--- src/rtl/pc_fft2d_sequencer.sv ---
// rtl/pc_fft2d_sequencer.sv - phase-correlation frame sequencer sharing one 1D FFT core (optional PC_WATCHDOG_EN)
module pc_fft2d_sequencer #(
    parameter int N     = 128,
    parameter int LOG2N = 7
) (
    input  logic             clk,
    input  logic             rst_n,
    input  logic             start,
    output logic             busy,
    output logic             done,
    output logic [3:0]       phase,
    output logic             fft_start,
    output logic             fft_inverse,
    output logic             fft_col,
    output logic             fft_buf,
    output logic [LOG2N-1:0] line_idx,
    input  logic             fft_done,
    output logic             cps_start,
    input  logic             cps_done,
    output logic             peak_start,
    input  logic             peak_done,
    output logic [15:0]      frame_cnt
`ifdef PC_WATCHDOG_EN
    ,
    output logic             timeout
`endif
);

    typedef enum logic [3:0] {
        S_IDLE  = 4'd0,
        S_A_ROW = 4'd1,
        S_A_COL = 4'd2,
        S_B_ROW = 4'd3,
        S_B_COL = 4'd4,
        S_CPS   = 4'd5,
        S_I_ROW = 4'd6,
        S_I_COL = 4'd7,
        S_PEAK  = 4'd8,
        S_FIN   = 4'd9
    } state_t;

    state_t           state_q, state_d;
    logic [LOG2N-1:0] line_q, line_d;
    logic             issue_q, issue_d;
    logic             entry_q;
    logic [15:0]      frame_q;
    logic             line_done;
    logic             last_line;

    function automatic logic is_fft(input state_t s);
        return (s == S_A_ROW) || (s == S_A_COL) || (s == S_B_ROW) ||
               (s == S_B_COL) || (s == S_I_ROW) || (s == S_I_COL);
    endfunction

    // A done in the same cycle as its own start cannot belong to that line
    assign line_done = is_fft(state_q) && fft_done && !issue_q;
    assign last_line = (line_q == LOG2N'(N - 1));

`ifdef PC_WATCHDOG_EN
    logic [19:0] wd_q, wd_d;
    logic        timeout_q;
    logic        waiting;
    logic        handshake;
    logic        wd_trip;

    assign waiting   = (state_q != S_IDLE) && (state_q != S_FIN);
    assign handshake = fft_start || fft_done || cps_start || cps_done ||
                       peak_start || peak_done;
    assign wd_trip   = waiting && !handshake && (wd_q == 20'hFFFFF);
`endif

    always_comb begin
        state_d = state_q;
        line_d  = line_q;
        issue_d = 1'b0;
        case (state_q)
            S_IDLE: begin
                if (start) begin
                    state_d = S_A_ROW;
                    line_d  = '0;
                    issue_d = 1'b1;
                end
            end
            S_A_ROW, S_A_COL, S_B_ROW, S_B_COL, S_I_ROW, S_I_COL: begin
                if (line_done) begin
                    if (last_line) begin
                        line_d = '0;
                        case (state_q)
                            S_A_ROW: state_d = S_A_COL;
                            S_A_COL: state_d = S_B_ROW;
                            S_B_ROW: state_d = S_B_COL;
                            S_B_COL: state_d = S_CPS;
                            S_I_ROW: state_d = S_I_COL;
                            default: state_d = S_PEAK;
                        endcase
                        issue_d = is_fft(state_d);
                    end else begin
                        line_d  = line_q + LOG2N'(1);
                        issue_d = 1'b1;
                    end
                end
            end
            S_CPS: begin
                if (cps_done) begin
                    state_d = S_I_ROW;
                    issue_d = 1'b1;
                end
            end
            S_PEAK: begin
                if (peak_done) state_d = S_FIN;
            end
            S_FIN:   state_d = S_IDLE;
            default: state_d = S_IDLE;
        endcase
`ifdef PC_WATCHDOG_EN
        if (wd_trip) begin
            state_d = S_FIN;
            line_d  = '0;
            issue_d = 1'b0;
        end
`endif
    end

`ifdef PC_WATCHDOG_EN
    always_comb begin
        wd_d = wd_q + 20'd1;
        if (!waiting || handshake || (state_d != state_q)) wd_d = '0;
    end

    always_ff @(posedge clk or negedge rst_n) begin
        if (!rst_n) begin
            wd_q      <= '0;
            timeout_q <= 1'b0;
        end else begin
            wd_q <= wd_d;
            if (state_q == S_IDLE && start) timeout_q <= 1'b0;
            else if (wd_trip)               timeout_q <= 1'b1;
        end
    end

    assign timeout = timeout_q;
`endif

    always_ff @(posedge clk or negedge rst_n) begin
        if (!rst_n) begin
            state_q <= S_IDLE;
            line_q  <= '0;
            issue_q <= 1'b0;
            entry_q <= 1'b0;
            frame_q <= '0;
        end else begin
            state_q <= state_d;
            line_q  <= line_d;
            issue_q <= issue_d;
            entry_q <= (state_d != state_q);
`ifdef PC_WATCHDOG_EN
            // an aborted frame still reports done but is not counted
            if (state_q == S_FIN && !timeout_q) frame_q <= frame_q + 16'd1;
`else
            if (state_q == S_FIN) frame_q <= frame_q + 16'd1;
`endif
        end
    end

    assign busy        = (state_q != S_IDLE);
    assign done        = (state_q == S_FIN);
    assign phase       = state_q;
    assign fft_start   = issue_q;
    assign line_idx    = line_q;
    assign fft_col     = (state_q == S_A_COL) || (state_q == S_B_COL) || (state_q == S_I_COL);
    assign fft_buf     = (state_q == S_B_ROW) || (state_q == S_B_COL);
    assign fft_inverse = (state_q == S_I_ROW) || (state_q == S_I_COL);
    assign cps_start   = entry_q && (state_q == S_CPS);
    assign peak_start  = entry_q && (state_q == S_PEAK);
    assign frame_cnt   = frame_q;

endmodule

--- config.mk ---
export PLATFORM = sky130hd
export DESIGN_NAME = pc_fft2d_sequencer
export DESIGN_NICKNAME = d
export VERILOG_FILES = /design/src/rtl/pc_fft2d_sequencer.sv
export SDC_FILE = /design/constraint.sdc
export NUM_CORES = 1
export LEC_CHECK = 0
export ABC_AREA = 1
export BUFFER_PORTS_ARGS = -buffer_cell sky130_fd_sc_hd__clkbuf_2
export CAP_MARGIN = 20
export CORE_ASPECT_RATIO = 1.25
export CORE_MARGIN = 10
export CORE_UTILIZATION = 56
export CTS_CLUSTER_SIZE = 8
export DETAILED_ROUTE_END_ITERATION = 10
export HOLD_SLACK_MARGIN = 0.15
export PLACE_DENSITY = 0.82
export SLEW_MARGIN = 20
export SYNTH_ARGS = -nofsm -noshare
export SYNTH_HDL_FRONTEND = slang
export SYNTH_SLANG_ARGS = --single-unit
export TNS_END_PERCENT = 30
--- constraint.sdc ---
create_clock -name clk -period 4.5 [get_ports clk]
set_input_delay 0.675 -clock clk [delete_from_list [all_inputs] [get_ports clk]]
set_output_delay 0.675 -clock clk [all_outputs]
set_load 0.02 [all_outputs]
==> flow_summary.yaml <==
final_layout:
  nNetsFinal: 255
  fillCellCount: 265
  antenna_cells_inserted: 0
  drive_gt1_frac: 0.274
  syn_to_layout_area_delta_pct: 17.3
global_routing:
  global_route_total_overflow: 0
  first_global_vias: 1442
  global_route.usage.total: 0.143
  grt_first_pass_wirelength_mm: 6.15
  pin_count_of_the_biggest_net_entering_global_routing: 30
  antenna_violations_before_repair: 0
logic_synthesis:
  synthesis.area_per_instance_sq_um: 8.12
  postSynth.topFlopCell: "dfrtp_1"
  postSynthRegisterBits: 29
  synthDominantAreaCellType: "dfrtp_1"
  yosysMostFrequentCell: "nand2_1"
  syn_inst: 201
  mappedNetlistArea_sq_mm: 0.00163
  post_synth_num_cell_types: 28
  yosys_warnings: 0
  yosys_top_cell_area_share: 0.444
  ys_async_sr_fraction: 1.00
  synth.yosys.seq_area_share: 0.444
  synth_top_cells_by_area: "dfrtp_1 44%, nand2_1 9.4%, xor2_1 7.0%"
  synth_common_cells: "41 x nand2_1, 29 x dfrtp_1, 23 x nor2_1, 22 x inv_1"
  synth.net_count: 209
  synth_enable_flop_cells: 0
die:
  boundaryPins: 41
  placement_rows: 21
  design.die.area_sq_mm: 0.00549
  fp.dieW_microns: 68.3
  placeableCoreArea_sq_mm: 0.00273
  floorplan.initialDensity: 0.598
  fp.dieH_microns: 80.4
pwr:
  cellInternalPower_uw: 417
  power.share.clock: 0.210
  netSwitchingPower_uw: 279
  leakagePower_nw: 1.05
  power.sequential.fraction: 0.444
  powerDensity_mw_per_mm2: 363
  power.share.combinational: 0.346
  p_sw_frac: 0.401
  power.ir.vdd_worst_mv: 0.296
placement:
  detailedPlacementHpwl_mm: 2.90
  finalWeightedCongestion: 0.978
  place.port_buffers: 40
  dp_worst_setup_slack_ns: 2.58
setup_path:
  timing.critical_path.fanout_max: 6
  critical_path_launch_point_type: "flip-flop"
  timing.setup.critical_path_class: "flip-flop to primary output"
  setup.worst_path.start: "phase[0]"
  worstPathRequired_ns: 3.83
  crit_path_end_kind: "primary output"
  regToRegSetupSlack_ns: 2.69
  cp_data_arrival_time_ns: 1.60
  r2r-start: "line_idx[0]"
min_path:
  timing.hold.worst.class: "input port to async pin"
cts:
  cts.sinks: 29
  clock_tree.root_cell: "clkbuf_4"
  max-clock-path-buffers: 2
  htreeDepth: 2
  clock_latency_ns: 0.32
  postCtsResizedCells: 0
  cts_tree: "built"
  tritoncts.num_buffers: 5
  cts.clk_slew.worst_paths_ns: 0.09
  cts_setup_buffers: 0
  post_cts_hold_buffer_count: 0
route:
  initialDrtViolationCount: 93
  drt_drc_violations_left: 0
  detailroute.via_count: 1438
  drt_pre_antenna_iters: 4
  route.detailed.vias_per_inst: 5.10
  avgRoutedWirePerCell_microns: 13.0
  ant_nets: 0
  wirelength_mm: 3.65
sta:
  finalCriticalPeriod_ns: 2.27
  finalMaxSlewViolations: 0
  rsz0062_at_grt: "no"
  timing.final.ws_setup_ns: 2.23
  setup_violations: 0
  timing.clock.skew_ns: 0.00776
  worst_pin_slew_ns: 0.689
  min_period_over_period: 0.505
  achievable-frequency_mhz: 440
  post_route_setup_tns_ns: 0
  timing.slew.headroom: 0.540
  hold_violation_count_in_the_final_report: 0
run_status:
  run_status: "finished, final reports clean"
run:
  maxCapViolCount: 0
state kept, by name, indices dropped and copies added (netlist names):
name       flops
frame_cnt     16
line_idx       7
phase          4
entry_q        1
fft_start      1
through the flow:
step	std cells	util	cell area (sq um)	total power [mW]	hold WS (ns)
after detailed placement	274	0.682	1860	0.557	0.482
final	282	0.701	1920	0.696	0.378
after global placement	274	0.682	1860	0.551	0.481
after global routing	282	0.701	1920	0.746	0.398
after CTS	282	0.701	1920	0.705	0.389
after floorplan	201	-	1630	0.489	0.379
layer usage:
layer  vias to the layer above  share of wire  track usage
met5                         -              0            0
met2                        41           0.48        0.222
met3                         4          0.080       0.0583
met1                       657           0.42        0.170
li1                        736              -            -
met4                         0          0.011       0.0565
final cells by class:
type                    count  area, sq um  area share
well taps                  34         42.5      0.0222
flip-flops and latches     29          726       0.379
clock inverters             2         10.0     0.00523
repair buffers             40          200       0.105
clock buffers               6         41.3      0.0216
multi-input cells         143          788       0.411
inverters                  28          108      0.0562
worst paths after layout:
kind	cells past startpoint	endpoint
max	6	peak_start
min	1	line_idx[6]
max reg2reg	10	entry_q
min reg2reg	1	frame_cnt[14]
max in group asynchronous	1	frame_cnt[15]
min in group clk	1	frame_cnt[14]
kinds of logic after synthesis:
| family | after synthesis | synth area share |
|---|---|---|
| adder cells (fa/ha/maj) | 2 | 0.0153 |
| flip-flops | 29 | 0.444 |
| buffers and inverters | 29 | 0.0728 |
| XOR/XNOR | 15 | 0.0805 |
| AO/OA/AOI/OAI | 22 | 0.0743 |
| AND/OR/NAND/NOR | 104 | 0.313 |
power groups by stage:
stage               clock (mW)  sequential, mW  combinational, mW
detailed placement           0           0.314              0.242
floorplan                    0           0.337              0.151
CTS                      0.153           0.309              0.243
global placement             0           0.313              0.238
finish                   0.146           0.309              0.241
global route             0.165           0.313              0.268
worst max-delay path, cell delays in order, from the launching register on:
cell and delay [ns]:
dfrtp_1 0.43, inv_2 0.12, nand2_1 0.12, nor3_1 0.22, inv_1 0.11, nor2_1 0.10
clkbuf_2 0.17
cell usage in the layout (no fill, tap or decap):
cell type / instances
a21oi_1: 9
clkbuf_1: 1
clkbuf_2: 40
clkbuf_4: 5
clkinv_2: 2
dfrtp_1: 29
ha_1: 2
inv_1: 22
inv_2: 5
inv_4: 1
nand2_1: 41
nand2_2: 4
nand2_4: 3
nand3_1: 13
nand3_2: 4
nand3b_1: 1
nand4_1: 4
nand4_2: 1
nor2_1: 23
nor2_2: 2
nor2_4: 1
nor3_1: 6
nor3b_1: 1
o211ai_1: 2
o21a_1: 1
o21ai_0: 6
o21ai_1: 2
o22ai_1: 1
o31ai_1: 1
xnor2_1: 2
xor2_1: 13
(Power assumes the default switching activity.)
